===== config.mk =====
export PLATFORM = sky130hd
export DESIGN_NAME = dual_issue_stage_flat
export DESIGN_NICKNAME = d
export VERILOG_FILES = /design/src/rtl/bicantor_pkg.sv /design/src/rtl/dual_issue_stage_if.sv /design/src/rtl/instr_field_decode.sv /design/src/rtl/dual_issue_stage.sv /design/src/flat_wrapper.sv
export SDC_FILE = /design/constraint.sdc
export NUM_CORES = 1
export LEC_CHECK = 0
export ABC_AREA = 1
export CAP_MARGIN = 5
export CORE_MARGIN = 4
export CORE_UTILIZATION = 45
export CTS_CLUSTER_DIAMETER = 60
export DETAILED_ROUTE_END_ITERATION = 12
export DONT_BUFFER_PORTS = 1
export PLACE_DENSITY_LB_ADDON = 0.2
export SLEW_MARGIN = 10
export SYNTH_ARGS = -nofsm -noshare
export SYNTH_HDL_FRONTEND = slang
export SYNTH_SLANG_ARGS = --single-unit
export TNS_END_PERCENT = 30

===== constraint.sdc =====
create_clock -name clock_i -period 2.7 [get_ports clock_i]
set_clock_uncertainty 0.05 [all_clocks]
set_input_delay 0.27 -clock clock_i [delete_from_list [all_inputs] [get_ports clock_i]]
set_output_delay 0.27 -clock clock_i [all_outputs]
set_load 0.01 [all_outputs]

===== src/rtl/bicantor_pkg.sv =====
// Shared definitions for the 2-wide decode/issue path: RV32I major opcodes,
// the canonical NOP and the issue-stage state encoding.
package bicantor_pkg;

   localparam logic [6:0] OPC_LUI    = 7'b0110111;
   localparam logic [6:0] OPC_AUIPC  = 7'b0010111;
   localparam logic [6:0] OPC_JAL    = 7'b1101111;
   localparam logic [6:0] OPC_JALR   = 7'b1100111;
   localparam logic [6:0] OPC_BRANCH = 7'b1100011;
   localparam logic [6:0] OPC_LOAD   = 7'b0000011;
   localparam logic [6:0] OPC_STORE  = 7'b0100011;
   localparam logic [6:0] OPC_OPIMM  = 7'b0010011;
   localparam logic [6:0] OPC_OP     = 7'b0110011;

   localparam logic [31:0] NOP = 32'h0000_0013;

   typedef enum logic {
      ST_NORMAL = 1'b0,
      ST_HOLD_B = 1'b1
   } state_t;

endpackage


===== src/rtl/dual_issue_stage_if.sv =====
// Fetch-to-issue instruction-pair channel.
// A pair transfers on a clock edge where pair_valid_i and pair_ready_o are both
// high; fetch must hold the pair stable while valid is high and ready is low.
interface dual_issue_stage_if #(
   parameter int XLEN = 32
);
   logic            pair_valid_i;
   logic            pair_ready_o;
   logic [31:0]     A_instr_i;
   logic [31:0]     B_instr_i;
   logic [XLEN-1:0] A_pc_i;
   logic [XLEN-1:0] B_pc_i;

   modport master (
      output pair_valid_i, A_instr_i, B_instr_i, A_pc_i, B_pc_i,
      input  pair_ready_o
   );

   modport slave (
      input  pair_valid_i, A_instr_i, B_instr_i, A_pc_i, B_pc_i,
      output pair_ready_o
   );
endinterface


===== src/rtl/instr_field_decode.sv =====
// Combinational RV32I field decode for one issue slot: register fields plus
// the operand-use and instruction-class flags used for pair hazard checks.
module instr_field_decode
   import bicantor_pkg::*;
(
   input  logic [31:0] instr,
   output logic [4:0]  rs1,
   output logic [4:0]  rs2,
   output logic [4:0]  rd,
   output logic        uses_rs1,
   output logic        uses_rs2,
   output logic        writes_rd,
   output logic        is_mem,
   output logic        is_ctrl
);
   logic [6:0] opc;
   logic       unused_fields;

   assign opc           = instr[6:0];
   assign unused_fields = ^{instr[31:25], instr[14:12]};

   always_comb begin
      uses_rs1  = !(opc == OPC_LUI || opc == OPC_AUIPC || opc == OPC_JAL);
      uses_rs2  = (opc == OPC_BRANCH || opc == OPC_STORE || opc == OPC_OP);
      writes_rd = (opc == OPC_LUI  || opc == OPC_AUIPC || opc == OPC_JAL ||
                   opc == OPC_JALR || opc == OPC_LOAD  || opc == OPC_OPIMM ||
                   opc == OPC_OP);
      is_mem    = (opc == OPC_LOAD || opc == OPC_STORE);
      is_ctrl   = (opc == OPC_BRANCH || opc == OPC_JAL || opc == OPC_JALR);
   end

   // Unused source fields read as x0 so the register file sees a quiet address.
   assign rs1 = uses_rs1 ? instr[19:15] : 5'd0;
   assign rs2 = uses_rs2 ? instr[24:20] : 5'd0;
   assign rd  = instr[11:7];

endmodule


===== src/rtl/dual_issue_stage.sv =====
// Two-wide decode/issue stage in front of the dual-port register file; splits
// hazardous pairs over two cycles. Optional counters under ISSUE_STATS_EN.
module dual_issue_stage
   import bicantor_pkg::*;
#(
   parameter int              XLEN     = 32,
   parameter logic [XLEN-1:0] RESET_PC = '0
) (
   input  logic              clock_i,
   input  logic              reset_n_i,
   dual_issue_stage_if.slave fetch,
   input  logic              stall_i,
   input  logic              flush_i,
   output logic [4:0]        A_rs1_addr_o,
   output logic [4:0]        A_rs2_addr_o,
   output logic [4:0]        B_rs1_addr_o,
   output logic [4:0]        B_rs2_addr_o,
   output logic              A_valid_o,
   output logic              B_valid_o,
   output logic [31:0]       A_instr_o,
   output logic [31:0]       B_instr_o,
   output logic [XLEN-1:0]   A_pc_o,
   output logic [XLEN-1:0]   B_pc_o,
   output logic [4:0]        A_rd_addr_o,
   output logic [4:0]        B_rd_addr_o,
   output logic              A_rd_write_o,
   output logic              B_rd_write_o,
   output state_t            state_o
`ifdef ISSUE_STATS_EN
   ,
   output logic [31:0]       dual_count_o,
   output logic [31:0]       split_count_o,
   output logic [31:0]       stall_count_o
`endif
);
   state_t          state;
   logic [31:0]     hold_instr;
   logic [XLEN-1:0] hold_pc;
   logic [31:0]     a_src_instr;
   logic            holding;

   logic [4:0] a_rs1, a_rs2, a_rd, b_rs1, b_rs2, b_rd;
   logic       a_writes, b_writes, a_is_mem, b_is_mem, a_is_ctrl;
   logic       b_uses_rs1, b_uses_rs2;
   logic       unused_a_uses_rs1, unused_a_uses_rs2, unused_b_is_ctrl;
   logic       a_wr, b_wr, raw_hazard, split, ready, accept;

   assign holding = (state == ST_HOLD_B);

   // While a split B waits, slot A's decoder (and the A read ports) serve it.
   assign a_src_instr = holding ? hold_instr : fetch.A_instr_i;

   instr_field_decode u_dec_a (
      .instr     (a_src_instr),
      .rs1       (a_rs1),
      .rs2       (a_rs2),
      .rd        (a_rd),
      .uses_rs1  (unused_a_uses_rs1),
      .uses_rs2  (unused_a_uses_rs2),
      .writes_rd (a_writes),
      .is_mem    (a_is_mem),
      .is_ctrl   (a_is_ctrl)
   );

   instr_field_decode u_dec_b (
      .instr     (fetch.B_instr_i),
      .rs1       (b_rs1),
      .rs2       (b_rs2),
      .rd        (b_rd),
      .uses_rs1  (b_uses_rs1),
      .uses_rs2  (b_uses_rs2),
      .writes_rd (b_writes),
      .is_mem    (b_is_mem),
      .is_ctrl   (unused_b_is_ctrl)
   );

   assign a_wr = a_writes && (a_rd != 5'd0);
   assign b_wr = b_writes && (b_rd != 5'd0);

   assign raw_hazard = a_wr && ((b_uses_rs1 && (b_rs1 == a_rd)) ||
                                (b_uses_rs2 && (b_rs2 == a_rd)));
   assign split      = raw_hazard || (a_is_mem && b_is_mem) || a_is_ctrl;

   assign ready              = !holding && !stall_i && !flush_i;
   assign accept             = fetch.pair_valid_i && ready;
   assign fetch.pair_ready_o = ready;

   assign A_rs1_addr_o = a_rs1;
   assign A_rs2_addr_o = a_rs2;
   assign B_rs1_addr_o = holding ? 5'd0 : b_rs1;
   assign B_rs2_addr_o = holding ? 5'd0 : b_rs2;
   assign state_o      = state;

   always_ff @(posedge clock_i or negedge reset_n_i) begin
      if (!reset_n_i) begin
         state        <= ST_NORMAL;
         hold_instr   <= '0;
         hold_pc      <= '0;
         A_valid_o    <= 1'b0;
         B_valid_o    <= 1'b0;
         A_instr_o    <= NOP;
         B_instr_o    <= NOP;
         A_pc_o       <= RESET_PC;
         B_pc_o       <= RESET_PC;
         A_rd_addr_o  <= 5'd0;
         B_rd_addr_o  <= 5'd0;
         A_rd_write_o <= 1'b0;
         B_rd_write_o <= 1'b0;
      end else if (flush_i) begin
         state      <= ST_NORMAL;
         hold_instr <= '0;
         hold_pc    <= '0;
         A_valid_o  <= 1'b0;
         B_valid_o  <= 1'b0;
      end else if (!stall_i) begin
         case (state)
            ST_NORMAL: begin
               if (fetch.pair_valid_i) begin
                  A_valid_o    <= 1'b1;
                  A_instr_o    <= fetch.A_instr_i;
                  A_pc_o       <= fetch.A_pc_i;
                  A_rd_addr_o  <= a_rd;
                  A_rd_write_o <= a_wr;
                  if (split) begin
                     B_valid_o  <= 1'b0;
                     hold_instr <= fetch.B_instr_i;
                     hold_pc    <= fetch.B_pc_i;
                     state      <= ST_HOLD_B;
                  end else begin
                     B_valid_o    <= 1'b1;
                     B_instr_o    <= fetch.B_instr_i;
                     B_pc_o       <= fetch.B_pc_i;
                     B_rd_addr_o  <= b_rd;
                     B_rd_write_o <= b_wr;
                  end
               end else begin
                  A_valid_o <= 1'b0;
                  B_valid_o <= 1'b0;
               end
            end
            ST_HOLD_B: begin
               // Decoder A is already looking at the held instruction.
               A_valid_o    <= 1'b1;
               A_instr_o    <= hold_instr;
               A_pc_o       <= hold_pc;
               A_rd_addr_o  <= a_rd;
               A_rd_write_o <= a_wr;
               B_valid_o    <= 1'b0;
               state        <= ST_NORMAL;
            end
            default: state <= ST_NORMAL;
         endcase
      end
   end

`ifdef ISSUE_STATS_EN
   always_ff @(posedge clock_i or negedge reset_n_i) begin
      if (!reset_n_i) begin
         dual_count_o  <= '0;
         split_count_o <= '0;
         stall_count_o <= '0;
      end else if (!flush_i) begin
         if (accept && !split) dual_count_o  <= dual_count_o + 32'd1;
         if (accept && split)  split_count_o <= split_count_o + 32'd1;
         if (stall_i)          stall_count_o <= stall_count_o + 32'd1;
      end
   end
`endif

endmodule

===== src/flat_wrapper.sv =====
// flat-port wrapper written by rule: the top's interface ports become plain ports
module dual_issue_stage_flat import bicantor_pkg::*;
#(
   parameter int              XLEN     = 32,
   parameter logic [XLEN-1:0] RESET_PC = '0
)
  (clock_i, reset_n_i, stall_i, flush_i, A_rs1_addr_o, A_rs2_addr_o, B_rs1_addr_o, B_rs2_addr_o, A_valid_o, B_valid_o, A_instr_o, B_instr_o, A_pc_o, B_pc_o, A_rd_addr_o, B_rd_addr_o, A_rd_write_o, B_rd_write_o, state_o, fetch_pair_valid_i, fetch_A_instr_i, fetch_B_instr_i, fetch_A_pc_i, fetch_B_pc_i, fetch_pair_ready_o);
  dual_issue_stage_if #(.XLEN(XLEN)) fetch_i ();
  input  logic clock_i;
  input  logic reset_n_i;
  input  logic stall_i;
  input  logic flush_i;
  output logic [4:0] A_rs1_addr_o;
  output logic [4:0] A_rs2_addr_o;
  output logic [4:0] B_rs1_addr_o;
  output logic [4:0] B_rs2_addr_o;
  output logic A_valid_o;
  output logic B_valid_o;
  output logic [31:0] A_instr_o;
  output logic [31:0] B_instr_o;
  output logic [XLEN-1:0] A_pc_o;
  output logic [XLEN-1:0] B_pc_o;
  output logic [4:0] A_rd_addr_o;
  output logic [4:0] B_rd_addr_o;
  output logic A_rd_write_o;
  output logic B_rd_write_o;
  output state_t state_o;
  input wire logic [$bits(fetch_i.pair_valid_i)-1:0] fetch_pair_valid_i;
  input wire logic [$bits(fetch_i.A_instr_i)-1:0] fetch_A_instr_i;
  input wire logic [$bits(fetch_i.B_instr_i)-1:0] fetch_B_instr_i;
  input wire logic [$bits(fetch_i.A_pc_i)-1:0] fetch_A_pc_i;
  input wire logic [$bits(fetch_i.B_pc_i)-1:0] fetch_B_pc_i;
  output wire logic [$bits(fetch_i.pair_ready_o)-1:0] fetch_pair_ready_o;
  assign fetch_i.pair_valid_i = fetch_pair_valid_i;
  assign fetch_i.A_instr_i = fetch_A_instr_i;
  assign fetch_i.B_instr_i = fetch_B_instr_i;
  assign fetch_i.A_pc_i = fetch_A_pc_i;
  assign fetch_i.B_pc_i = fetch_B_pc_i;
  assign fetch_pair_ready_o = fetch_i.pair_ready_o;
  dual_issue_stage #(.XLEN(XLEN), .RESET_PC(RESET_PC)) u_core (.clock_i(clock_i), .reset_n_i(reset_n_i), .fetch(fetch_i), .stall_i(stall_i), .flush_i(flush_i), .A_rs1_addr_o(A_rs1_addr_o), .A_rs2_addr_o(A_rs2_addr_o), .B_rs1_addr_o(B_rs1_addr_o), .B_rs2_addr_o(B_rs2_addr_o), .A_valid_o(A_valid_o), .B_valid_o(B_valid_o), .A_instr_o(A_instr_o), .B_instr_o(B_instr_o), .A_pc_o(A_pc_o), .B_pc_o(B_pc_o), .A_rd_addr_o(A_rd_addr_o), .B_rd_addr_o(B_rd_addr_o), .A_rd_write_o(A_rd_write_o), .B_rd_write_o(B_rd_write_o), .state_o(state_o));
endmodule

==> results by group, run 1 <==
Clocking
  • CTS tree: built
  • Post-CTS repair timing setup buffer count: 0
  • Cts hold-fix bufs: 111
  • Htree depth: 4
  • CTS max path bufs: 2
  • Clk root buf: clkbuf_16
  • CTS Sinks: 197
  • Worst-path clk slew: 0.07 ns
  • Num CTS Buffers: 17
  • Clk Latency, worst-skew pair: 0.43 ns

Critical path
  • Slowest CP cell: dfrtp_4
  • Crit Path Max Fanout: 25
  • Cell family with most CP delay: simple AND/OR/NAND/NOR gates
  • Most used cell, CP: nand2_1
  • Crit path capture type: output port
  • CP Data Required Time: 2.38 ns
  • Crit path launch type: flip-flop
  • Critical path class: flip-flop to output port
  • CP peak stage delay: 0.53 ns
  • CP Cell Sequence: inv_6 > nand2_1 > nand2_1 > nand2_2 > nor2_2 > o2111ai_1 > nor2_1
  • Worst path bufs/invs: 1
  • Critical path arrival: 2.24 ns

STA
  • Post-layout min period: 2.56 ns
  • Final setup fails: 0
  • Slew headroom: 55.3%
  • RSZ-0062 raised after global routing: true
  • Slew of the pin with the lowest slew margin: 0.669 ns
  • Max Transition Viols Final: 0
  • Fmax: 0.391 GHz
  • Total negative slack: 0 ns
  • Final period util: 94.7%
  • Worst hold margin: -0.515 ns
  • Final Hold Viols: 197

Cells and area
  • Layout Nets: 1270
  • Design area: 0.0109 mm²
  • Reg area: 0.00494 mm²
  • Post-layout util: 55.6%
  • Commonest non-fill, non-tap cell in the layout: nand2_1
  • Commonest cells after routing, fill and taps aside: 299 x nand2_1, 190 x dfrtp_1, 139 x nand3_1
  • Share of cells above drive strength 1: 7.22%
  • # diodes: 0
  • Multi-input logic area: 0.00324 mm²
  • Fill cells: 1753
  • Syn-to-layout area delta: 20.9%

Detailed routing
  • Via count: 7428
  • Routed WL per cell: 19.1 µm
  • Post-route DRC: 0
  • Vias per inst: 5.25
  • 1st-pass router iterations: 5
  • Drt total wl: 27000 µm
  • DRT iter0 DRCs: 435
  • Final antenna-violating net count: 0

Synthesis
  • Seq/Total Area, Yosys: 55.0%
  • Syn avg cell area: 8.48 µm²
  • Ys Warns: 0
  • Primary FF master, synth: dfrtp_1
  • Post-synthesis cell count: 1059
  • Mapped cell area: 0.00898 mm²
  • Flops & latches, synth: 197
  • Async SR Flop Fraction: 100%
  • Unique masters post-synth: 32
  • EDFF count, synth: 0
  • Syn nets: 1192

Global route
  • Vias in the first global route: 7438
  • First-pass GRT wire length: 42200 µm
  • Largest net degree at the start of global routing: 198
  • GRT Overall Usage: 24.4%
  • Initial antenna violation count: 0
  • Global route overflow: 0

Worst hold path
  • Min-delay worst type: input pin to async pin

Job
  • Max-cap viol count: 0

Floorplan
  • Die width: 149 µm
  • Die height: 149 µm
  • Die footprint: 0.0223 mm²
  • Initial Util: 46.0%
  • Core area: 0.0195 mm²
  • Row count: 51
  • I/O pins: 297

Power
  • PD cells: 668 mW/mm²
  • Max VDD drop: 0.456 mV
  • Cell leakage power: 5.39 nW

Placement
  • Placed cell area: 0.00911 mm²
  • RePlAce Congestion: 0.871
  • Port-buffer cells: 0
  • Dpl hpwl: 18300 µm

Run status
  • Failing checks: negative hold slack
  • Status: finished with violations
[final cells by class]
cell class	count	area share (%)
inverter	86	3.02
multi-input combinational	698	29.9
clock buffer	19	4.08
timing repair buffer	137	12.7
tap	265	3.05
sequential	197	45.5
clock inverter	13	1.79
[power by group]
part / leakage, nW / switching (mW) / total (mW) / internal [mW]
sequential: 2.48 / 0.467 / 3.77 / 3.30
combinational: 2.60 / 0.384 / 0.716 / 0.332
clock: 0.308 / 1.17 / 2.77 / 1.60
total: 5.39 / 2.02 / 7.25 / 5.23
[kinds of logic after synthesis]
group	count (synthesis)	share of synthesized area [%]
compound gates	148	9.18
xor+xnor	3	0.292
buf+inv	164	9.15
flops	197	55.0
mux	10	1.11
simple gates	537	25.3
[sequential cells by signal, indices dropped and copies added, names as in the netlist]
| register | count |
|---|---|
| u_core.A_rd_write_o | 1 |
| u_core.B_valid_o | 1 |
| u_core.B_pc_o | 32 |
| u_core.A_valid_o | 1 |
| u_core.A_instr_o | 32 |
| u_core.A_pc_o | 32 |
| u_core.hold_instr | 32 |
| u_core.B_rd_write_o | 1 |
| u_core.B_instr_o | 32 |
| u_core.state_o | 1 |
| u_core.hold_pc | 32 |
[final timing paths]
| path | endpoint | cells past startpoint | startpoint | slack [ns] |
|---|---|---|---|---|
| max in group asynchronous | u_core.B_instr_o[0] | 0 | reset_n_i | 2.71 |
| max | A_rs2_addr_o[4] | 7 | u_core.state_o | 0.14 |
| min in group clock_i | u_core.A_instr_o[19] | 2 | fetch_A_instr_i[19] | 0.02 |
| min reg2reg | u_core.hold_pc[6] | 2 | u_core.hold_pc[6] | 0.45 |
| max reg2reg | u_core.hold_pc[5] | 11 | u_core.state_o | 0.23 |
| min | u_core.B_pc_o[27] | 0 | reset_n_i | -0.51 |
[metrics by stage]
step	cells	power (mW)	setup slack, ns
6_report	1415	7.25	0.144
5_1_grt	1415	7.58	-0.0158
4_1_cts	1415	7.31	0.166
3_5_place_dp	1272	4.38	0.199
3_3_place_gp	1272	4.36	0.251
2_1_floorplan	1059	4.21	0.625
[layer usage]
metal  routed length (µm)  global-route usage [%]  share of wire [%]  up-vias
met5                    0                       0                  0        -
met4                  605                    8.01                2.2        0
met3                 2050                    6.17                7.6       34
met2                12800                    39.1                 47      282
met1                11500                    32.5                 43     3516
li1                     -                       -                  -     3596
[cell usage after synthesis (2+ instances only)]
master | number | area share, %
buf_1 | 7 | 0.29
a21oi_1 | 5 | 0.28
buf_8 | 2 | 0.33
o21ai_1 | 58 | 3.2
xor2_1 | 3 | 0.29
a31oi_1 | 45 | 3.1
o21ai_0 | 33 | 1.8
buf_4 | 12 | 1.0
nand2_1 | 299 | 12
nand3_1 | 139 | 7.7
nand4_1 | 6 | 0.42
buf_2 | 16 | 0.89
dfstp_2 | 6 | 1.8
nand2_4 | 3 | 0.38
nor2_1 | 79 | 3.3
buf_6 | 15 | 1.9
inv_1 | 85 | 3.6
nor3_1 | 4 | 0.22
o21ai_2 | 5 | 0.49
clkbuf_1 | 25 | 1.0
mux2i_1 | 10 | 1.1
dfrtp_1 | 191 | 53
nor2_2 | 2 | 0.14
[repair_timing]
| action | CTS | global route |
|---|---|---|
| gates resized for setup | 0 | 2 |
| endpoints found under the hold margin | 369 | 197 |
| setup endpoints to repair | 0 | 6 |
Note: power is estimated with default switching activity, not from simulation.
==> inputs of run 2 (changes only) <==
ABC_AREA = unset   (was 1)
PLACE_DENSITY = 0.58   (was unset)
PLACE_DENSITY_LB_ADDON = unset   (was 0.2)
==> run 2 against run 1 <==
Against the previous run:
- the flow finishes with violations (negative hold slack, negative setup slack)
- sequential cell count unchanged
- synthesized area up 5.6%
- total power up 4.5%
- non-clock buffer count up 18
- worst hold slack better by 0.0015 ns
- die area up 5.3%
- setup slack worse by 0.18 ns
- critical path depth up 6
- core utilization up 2.7 points
- clock power up 5%
- register-to-register slack worse by 0.27 ns
==> results by group, run 2 <==
Run status
  • Failing checks: negative hold slack, negative setup slack
  • Status: finished with violations

Synthesis
  • Syn avg cell area: 11.8 µm² (+39%)
  • Primary FF master, synth: dfrtp_1
  • Async SR Flop Fraction: 100% (unchanged)
  • Seq/Total Area, Yosys: 52.1% (-2.9 points)
  • Unique masters post-synth: 41 (+28%)
  • Top-count cell post-synth: dfrtp_1
  • Top post-synthesis cells by count: 191 x dfrtp_1, 129 x nand2b_1, 124 x mux2i_1
  • Post-synthesis cell count: 802 (-24%)
  • EDFF count, synth: 0 (unchanged)
  • Syn nets: 935 (-22%)
  • Flops & latches, synth: 197 (unchanged)
  • Largest cells by area after synthesis: dfrtp_1 50%, mux2i_1 13%, nand2b_1 8.5%
  • Leading area contributor after synthesis: dfrtp_1
  • Ys Warns: 0 (unchanged)
  • Mapped cell area: 0.00948 mm² (+5.6%)
  • Top cell type's share of synthesized area: 50.4% (-2.8 points)

Critical path
  • Cell family with most CP delay: buffers and inverters
  • Worst path bufs/invs: 6 (+5)
  • CP Cell Sequence: buf_6 > buf_6 > mux2i_4 > buf_6 > xnor2_2 > nor3_2 > nand4_1 > a21boi_4 > nor3b_4 > buf_12 > buf_8 > buf_6 > mux2_4
  • CP Data Required Time: 2.95 ns (+0.57 ns)
  • Crit Path Max Fanout: 7 (-72%)
  • Most used cell, CP: buf_6
  • Slowest CP cell: dfrtp_4
  • Critical path arrival: 2.99 ns (+0.75 ns)
  • CP peak stage delay: 0.51 ns (-0.02 ns)
  • Crit path capture type: flip-flop
  • Critical path class: flip-flop to flip-flop
  • Crit path launch type: flip-flop

Floorplan
  • Die height: 153 µm (+2.6%)
  • Initial Util: 46.3% (+0.26 points)
  • Core area: 0.0205 mm² (+5.0%)
  • I/O pins: 297 (unchanged)
  • Row count: 52 (+2.0%)
  • Die width: 153 µm (+2.6%)
  • Die footprint: 0.0235 mm² (+5.3%)

Cells and area
  • Multi-input logic area: 0.00433 mm² (+33%)
  • Layout Nets: 1047 (-18%)
  • Commonest cells after routing, fill and taps aside: 190 x dfrtp_1, 129 x nand2b_1, 118 x mux2i_1
  • Syn-to-layout area delta: 26.1%
  • Share of cells above drive strength 1: 19.3% (+12 points)
  • # diodes: 0 (unchanged)
  • Reg area: 0.00494 mm² (unchanged)
  • Final cell count without fillers: 1197 (-15%)
  • Commonest non-fill, non-tap cell in the layout: dfrtp_1
  • Fill cells: 1687 (-3.8%)

Clocking
  • Htree depth: 4 (unchanged)
  • CTS Sinks: 197 (unchanged)
  • Clk root buf: clkbuf_16
  • Worst-path clk slew: 0.07 ns (about the same)
  • CTS tree: built
  • Clk Latency, worst-skew pair: 0.43 ns (about the same)
  • Num CTS Buffers: 17 (unchanged)
  • CTS max path bufs: 2 (unchanged)

Placement
  • Inst Count DP: 1034 (-19%)
  • RePlAce Congestion: 0.825 (-5.3%)
  • Port-buffer cells: 0 (unchanged)
  • Placement Setup Slack: -0.117 ns (-0.316 ns)
  • Dpl hpwl: 16800 µm (-8.5%)

STA
  • Final worst slack: -0.0382 ns (-0.182 ns)
  • Total negative slack: -0.0691 ns (-0.0691 ns)
  • Post-layout min period: 2.74 ns (+0.182 ns)
  • Max Transition Viols Final: 0 (unchanged)
  • Final period util: 101% (+6.8 points)
  • Slew of the pin with the lowest slew margin: 0.566 ns (-0.103 ns)
  • Fmax: 0.365 GHz (-6.7%)
  • Final setup fails: 8 (+8)
  • Worst hold margin: -0.513 ns (+0.00154 ns)
  • Final Hold Viols: 197 (unchanged)
  • RSZ-0062 raised after global routing: true
  • Slew headroom: 62.2% (+6.9 points)

Global route
  • Initial antenna violation count: 1 (+1)
  • Vias in the first global route: 6841 (-8.0%)
  • Largest net degree at the start of global routing: 198 (unchanged)
  • GRT Overall Usage: 22.1% (-2.3 points)
  • Global route overflow: 0 (unchanged)
  • First-pass GRT wire length: 40900 µm (-3.1%)

Detailed routing
  • 1st-pass router iterations: 4 (-1)
  • Final antenna-violating net count: 0 (unchanged)
  • Post-route DRC: 0 (unchanged)
  • Routed WL per cell: 22.8 µm (+20%)
  • Vias per inst: 5.43 (+3.5%)
  • DRT iter0 DRCs: 358 (-18%)
  • Drt total wl: 27300 µm (+1.2%)
  • Via count: 6505 (-12%)

Job
  • Max-cap viol count: 0 (unchanged)

Power
  • Max VDD drop: 0.373 mV (-18%)
  • PD cells: 634 mW/mm² (-5.1%)
  • Cell leakage power: 4.79 nW (-11%)

Worst hold path
  • Min-delay worst type: input pin to async pin
[run 2: changes by cell type in the layout (fill, tap and decap cells not counted), moves of 45 or more]
cell and delta:
inv_1 -84, nand2_1 -293, nand3_1 -136, mux2i_1 +108, a21oi_1 +66, mux2_4 +53
a31oi_1 -45, nand2b_1 +129, o21ai_1 -59
[run 2: area by class of cell]
type                       count  area share (%)
multi-input combinational    543            36.2
sequential                   197            41.3
tap                          270            2.82
clock inverter                12            1.82
timing repair buffer         155            14.1
clock buffer                  20            3.82
[run 2: cells by family after synthesis]
| group | count (synthesis) | share of synthesized area, % |
|---|---|---|
| AO/OA/AOI/OAI | 86 | 4.84 |
| XOR/XNOR | 10 | 0.923 |
| buffers and inverters | 62 | 4.04 |
| flip-flops | 197 | 52.1 |
| multiplexers | 196 | 23.8 |
| AND/OR/NAND/NOR | 251 | 14.4 |
[run 2: report_power, final]
group,internal [mW],switching [mW]
sequential,3.32,0.496
combinational,0.532,0.328
clock,1.72,1.18
total,5.57,2.01
[run 2: metal layers]
metal | track usage, % | vias up | part of all wire [%]
met5 | 0 | - | 0.040
met4 | 6.41 | 2 | 2.0
met3 | 7.83 | 38 | 8.3
met2 | 36.8 | 242 | 49
met1 | 27.2 | 3286 | 41
li1 | - | 2937 | -
[run 2: path summary, 6_finish.rpt]
path	start	end	slack, ns	depth (start not counted)
worst max-delay path	u_core.state_o	u_core.B_instr_o[31]	-0.04	13
worst min-delay path	reset_n_i	u_core.A_instr_o[27]	-0.51	0
worst max register to register	u_core.state_o	u_core.B_instr_o[31]	-0.04	13
worst min register to register	u_core.hold_pc[31]	u_core.hold_pc[31]	0.49	2
max in group asynchronous	reset_n_i	u_core.A_pc_o[5]	2.61	0
min in group clock_i	flush_i	u_core.hold_instr[7]	0.01	2
[run 2: what timing repair did]
action,CTS,global route
setup endpoints to repair,63,128
gates cloned,0,4
setup buffers,2,12
resized for setup,13,36
endpoints found under the hold margin,349,199
hold buffers,112,1
pin swaps,0,11
[run 2: per-stage QoR]
step / util [%] / total power [mW] / cell area [µm²] / hold WS [ns]
after floorplan: - / 4.37 / 9480 / -0.0756
after global placement: 47.4 / 4.49 / 9720 / -0.0690
after detailed placement: 47.4 / 4.53 / 9720 / -0.0709
after CTS: 56.6 / 7.62 / 11600 / -0.536
after global routing: 58.4 / 7.90 / 12000 / -0.549
final: 58.4 / 7.58 / 12000 / -0.513
==> inputs of run 3 (changes only) <==
RECOVER_POWER = 100   (was unset)
==> run 3 against run 2 <==
Against the previous run:
- the run still ends with negative hold slack, negative setup slack left
- first-iteration DRC count is 0.28% lower
- sequential power hardly changed
- critical path depth stayed put
- largest cell class unchanged
- highest routed layer unchanged
==> results by group, run 3 (synthesized netlist as in run 2, its figures left out) <==
Run status
  • Status: finished with violations
  • Failing checks: negative hold slack, negative setup slack

STA
  • Slew headroom: 35.3% (-27 points)
  • Final Hold Viols: 197 (unchanged)
  • Final worst slack: -0.0325 ns (+0.00566 ns)
  • Final period util: 101% (-0.21 points)
  • Total negative slack: -0.0576 ns (+0.0116 ns)
  • Max Transition Viols Final: 0 (unchanged)
  • Fmax: 0.366 GHz (+0.21%)
  • Slew of the pin with the lowest slew margin: 0.971 ns (+0.405 ns)
  • RSZ-0062 raised after global routing: true
  • Final setup fails: 7 (-1)
  • Post-layout min period: 2.73 ns (-0.00566 ns)
  • Worst hold margin: -0.512 ns (+0.000839 ns)

Detailed routing
  • Via count: 6498 (-0.11%)
  • Routed WL per cell: 22.8 µm (unchanged)
  • DRT iter0 DRCs: 357 (-0.28%)
  • Drt total wl: 27300 µm (unchanged)
  • Post-route DRC: 0 (unchanged)
  • Final antenna-violating net count: 0 (unchanged)
  • 1st-pass router iterations: 4 (unchanged)
  • Vias per inst: 5.43 (-0.11%)

Floorplan
  • Die width: 153 µm (unchanged)
  • Row count: 52 (unchanged)
  • Die height: 153 µm (unchanged)
  • Die footprint: 0.0235 mm² (unchanged)
  • Core area: 0.0205 mm² (unchanged)
  • I/O pins: 297 (unchanged)
  • Initial Util: 46.3% (unchanged)

Critical path
  • Setup crit start: u_core.state_o
  • Critical R2R Launch: u_core.state_o
  • Most used cell, CP: buf_6
  • Critical path class: flip-flop to flip-flop
  • Slowest CP cell: dfrtp_4
  • CP Data Required Time: 2.95 ns (about the same)
  • Crit path launch type: flip-flop
  • Crit path capture type: flip-flop
  • Worst setup path end: u_core.B_instr_o[31]
  • Worst r2r path cells: 13 (unchanged)
  • Crit Path Max Fanout: 7 (unchanged)
  • CP Cell Sequence: buf_6 > buf_6 > mux2i_4 > buf_6 > xnor2_2 > nor3_2 > nand4_1 > a21boi_4 > nor3b_4 > buf_12 > buf_8 > buf_6 > mux2_4
  • CP peak stage delay: 0.51 ns (about the same)
  • Critical path arrival: 2.99 ns (about the same)
  • R2R Setup Slk: -0.03 ns (about the same)
  • R2r endpoint: u_core.B_instr_o[31]

Clocking
  • Clk Latency, worst-skew pair: 0.43 ns (about the same)
  • CTS tree: built
  • Clk root buf: clkbuf_16
  • CTS Sinks: 197 (unchanged)
  • Num CTS Buffers: 17 (unchanged)
  • Htree depth: 4 (unchanged)
  • Worst-path clk slew: 0.07 ns (about the same)
  • CTS max path bufs: 2 (unchanged)

Placement
  • RePlAce Congestion: 0.825 (unchanged)
  • Inst Count DP: 1034 (unchanged)
  • Dpl hpwl: 16800 µm (unchanged)
  • Placed cell area: 0.00972 mm² (unchanged)
  • Placement Setup Slack: -0.117 ns (unchanged)
  • Port-buffer cells: 0 (unchanged)

Cells and area
  • Commonest non-fill, non-tap cell in the layout: dfrtp_1
  • Share of cells above drive strength 1: 18.6% (-0.76 points)
  • # diodes: 0 (unchanged)
  • Final cell count without fillers: 1197 (unchanged)
  • Syn-to-layout area delta: 26.1% (about the same)
  • Design area: 0.0120 mm² (about the same)
  • Commonest cells after routing, fill and taps aside: 190 x dfrtp_1, 129 x nand2b_1, 118 x mux2i_1
  • Layout Nets: 1047 (unchanged)
  • Post-layout util: 58.3% (about the same)

Worst hold path
  • Min-delay worst type: input pin to async pin

Global route
  • Vias in the first global route: 6841 (unchanged)
  • GRT Overall Usage: 22.1% (unchanged)
  • First-pass GRT wire length: 40900 µm (unchanged)
  • Initial antenna violation count: 1 (unchanged)
  • Largest net degree at the start of global routing: 198 (unchanged)
  • Global route overflow: 0 (unchanged)

Power
  • Max VDD drop: 0.373 mV (about the same)
  • Cell leakage power: 4.78 nW (-0.17%)
  • Overall power: 7.57 mW (-0.11%)
  • PD cells: 633 mW/mm² (about the same)

Job
  • Max-cap viol count: 0 (unchanged)
## run 3: cell types whose count changed in the layout (fill, tap and decap cells not counted)
cell	previous run	this run
dfstp_2	6	1
buf_4	21	20
clkbuf_1	1	2
dfstp_1	0	5
nor3_1	2	3
nor3_2	2	1
## run 3: cell type report
cell class / instances / area, µm²
clock buffers: 20 / 457
multi-input cells: 543 / 4320
flip-flops and latches: 197 / 4940
fillers: 1688 / 8540
clock inverters: 12 / 218
repair buffers: 155 / 1680
well taps: 270 / 338
## run 3: worst min path at each step
stage,start,endpoint,slack (ns),cells after the start
after detailed placement,reset_n_i,u_core.A_instr_o[27],-0.07,0
after CTS,reset_n_i,u_core.A_instr_o[27],-0.54,0
after global routing,reset_n_i,u_core.hold_instr[28],-0.55,0
final,reset_n_i,u_core.A_instr_o[27],-0.51,0
after floorplan,reset_n_i,u_core.A_instr_o[10],-0.08,0
after global placement,reset_n_i,u_core.hold_instr[28],-0.07,0
## run 3: routing by layer
metal	vias to the layer above	GRT usage (%)	wire length (µm)
met1	3273	27.2	11100
met4	2	6.41	558
met2	248	36.8	13300
met5	-	0	11
li1	2937	-	-
met3	38	7.83	2270
## run 3: worst max-delay path: cells and delay by family (launching register included)
family,cells,cell delay [ns]
compound gates,1,0.25
xor+xnor,1,0.13
buf+inv,6,0.81
flops,1,0.51
mux,2,0.46
simple gates,3,0.41
## run 3: report_power, final
part           internal, mW  total [mW]  switching, mW
registers              3.31        3.81          0.496
clock network          1.72        2.90           1.18
logic                 0.532       0.860          0.328
total                  5.57        7.57           2.00
## run 3: repair_timing
item                                    CTS  global route
gates resized for setup                  13            36
hold endpoints to repair                349           199
endpoints found under the setup margin   63           128
gates cloned                              0             4
hold buffers                            112             1
setup buffers                             2            12
pin swaps                                 0            11
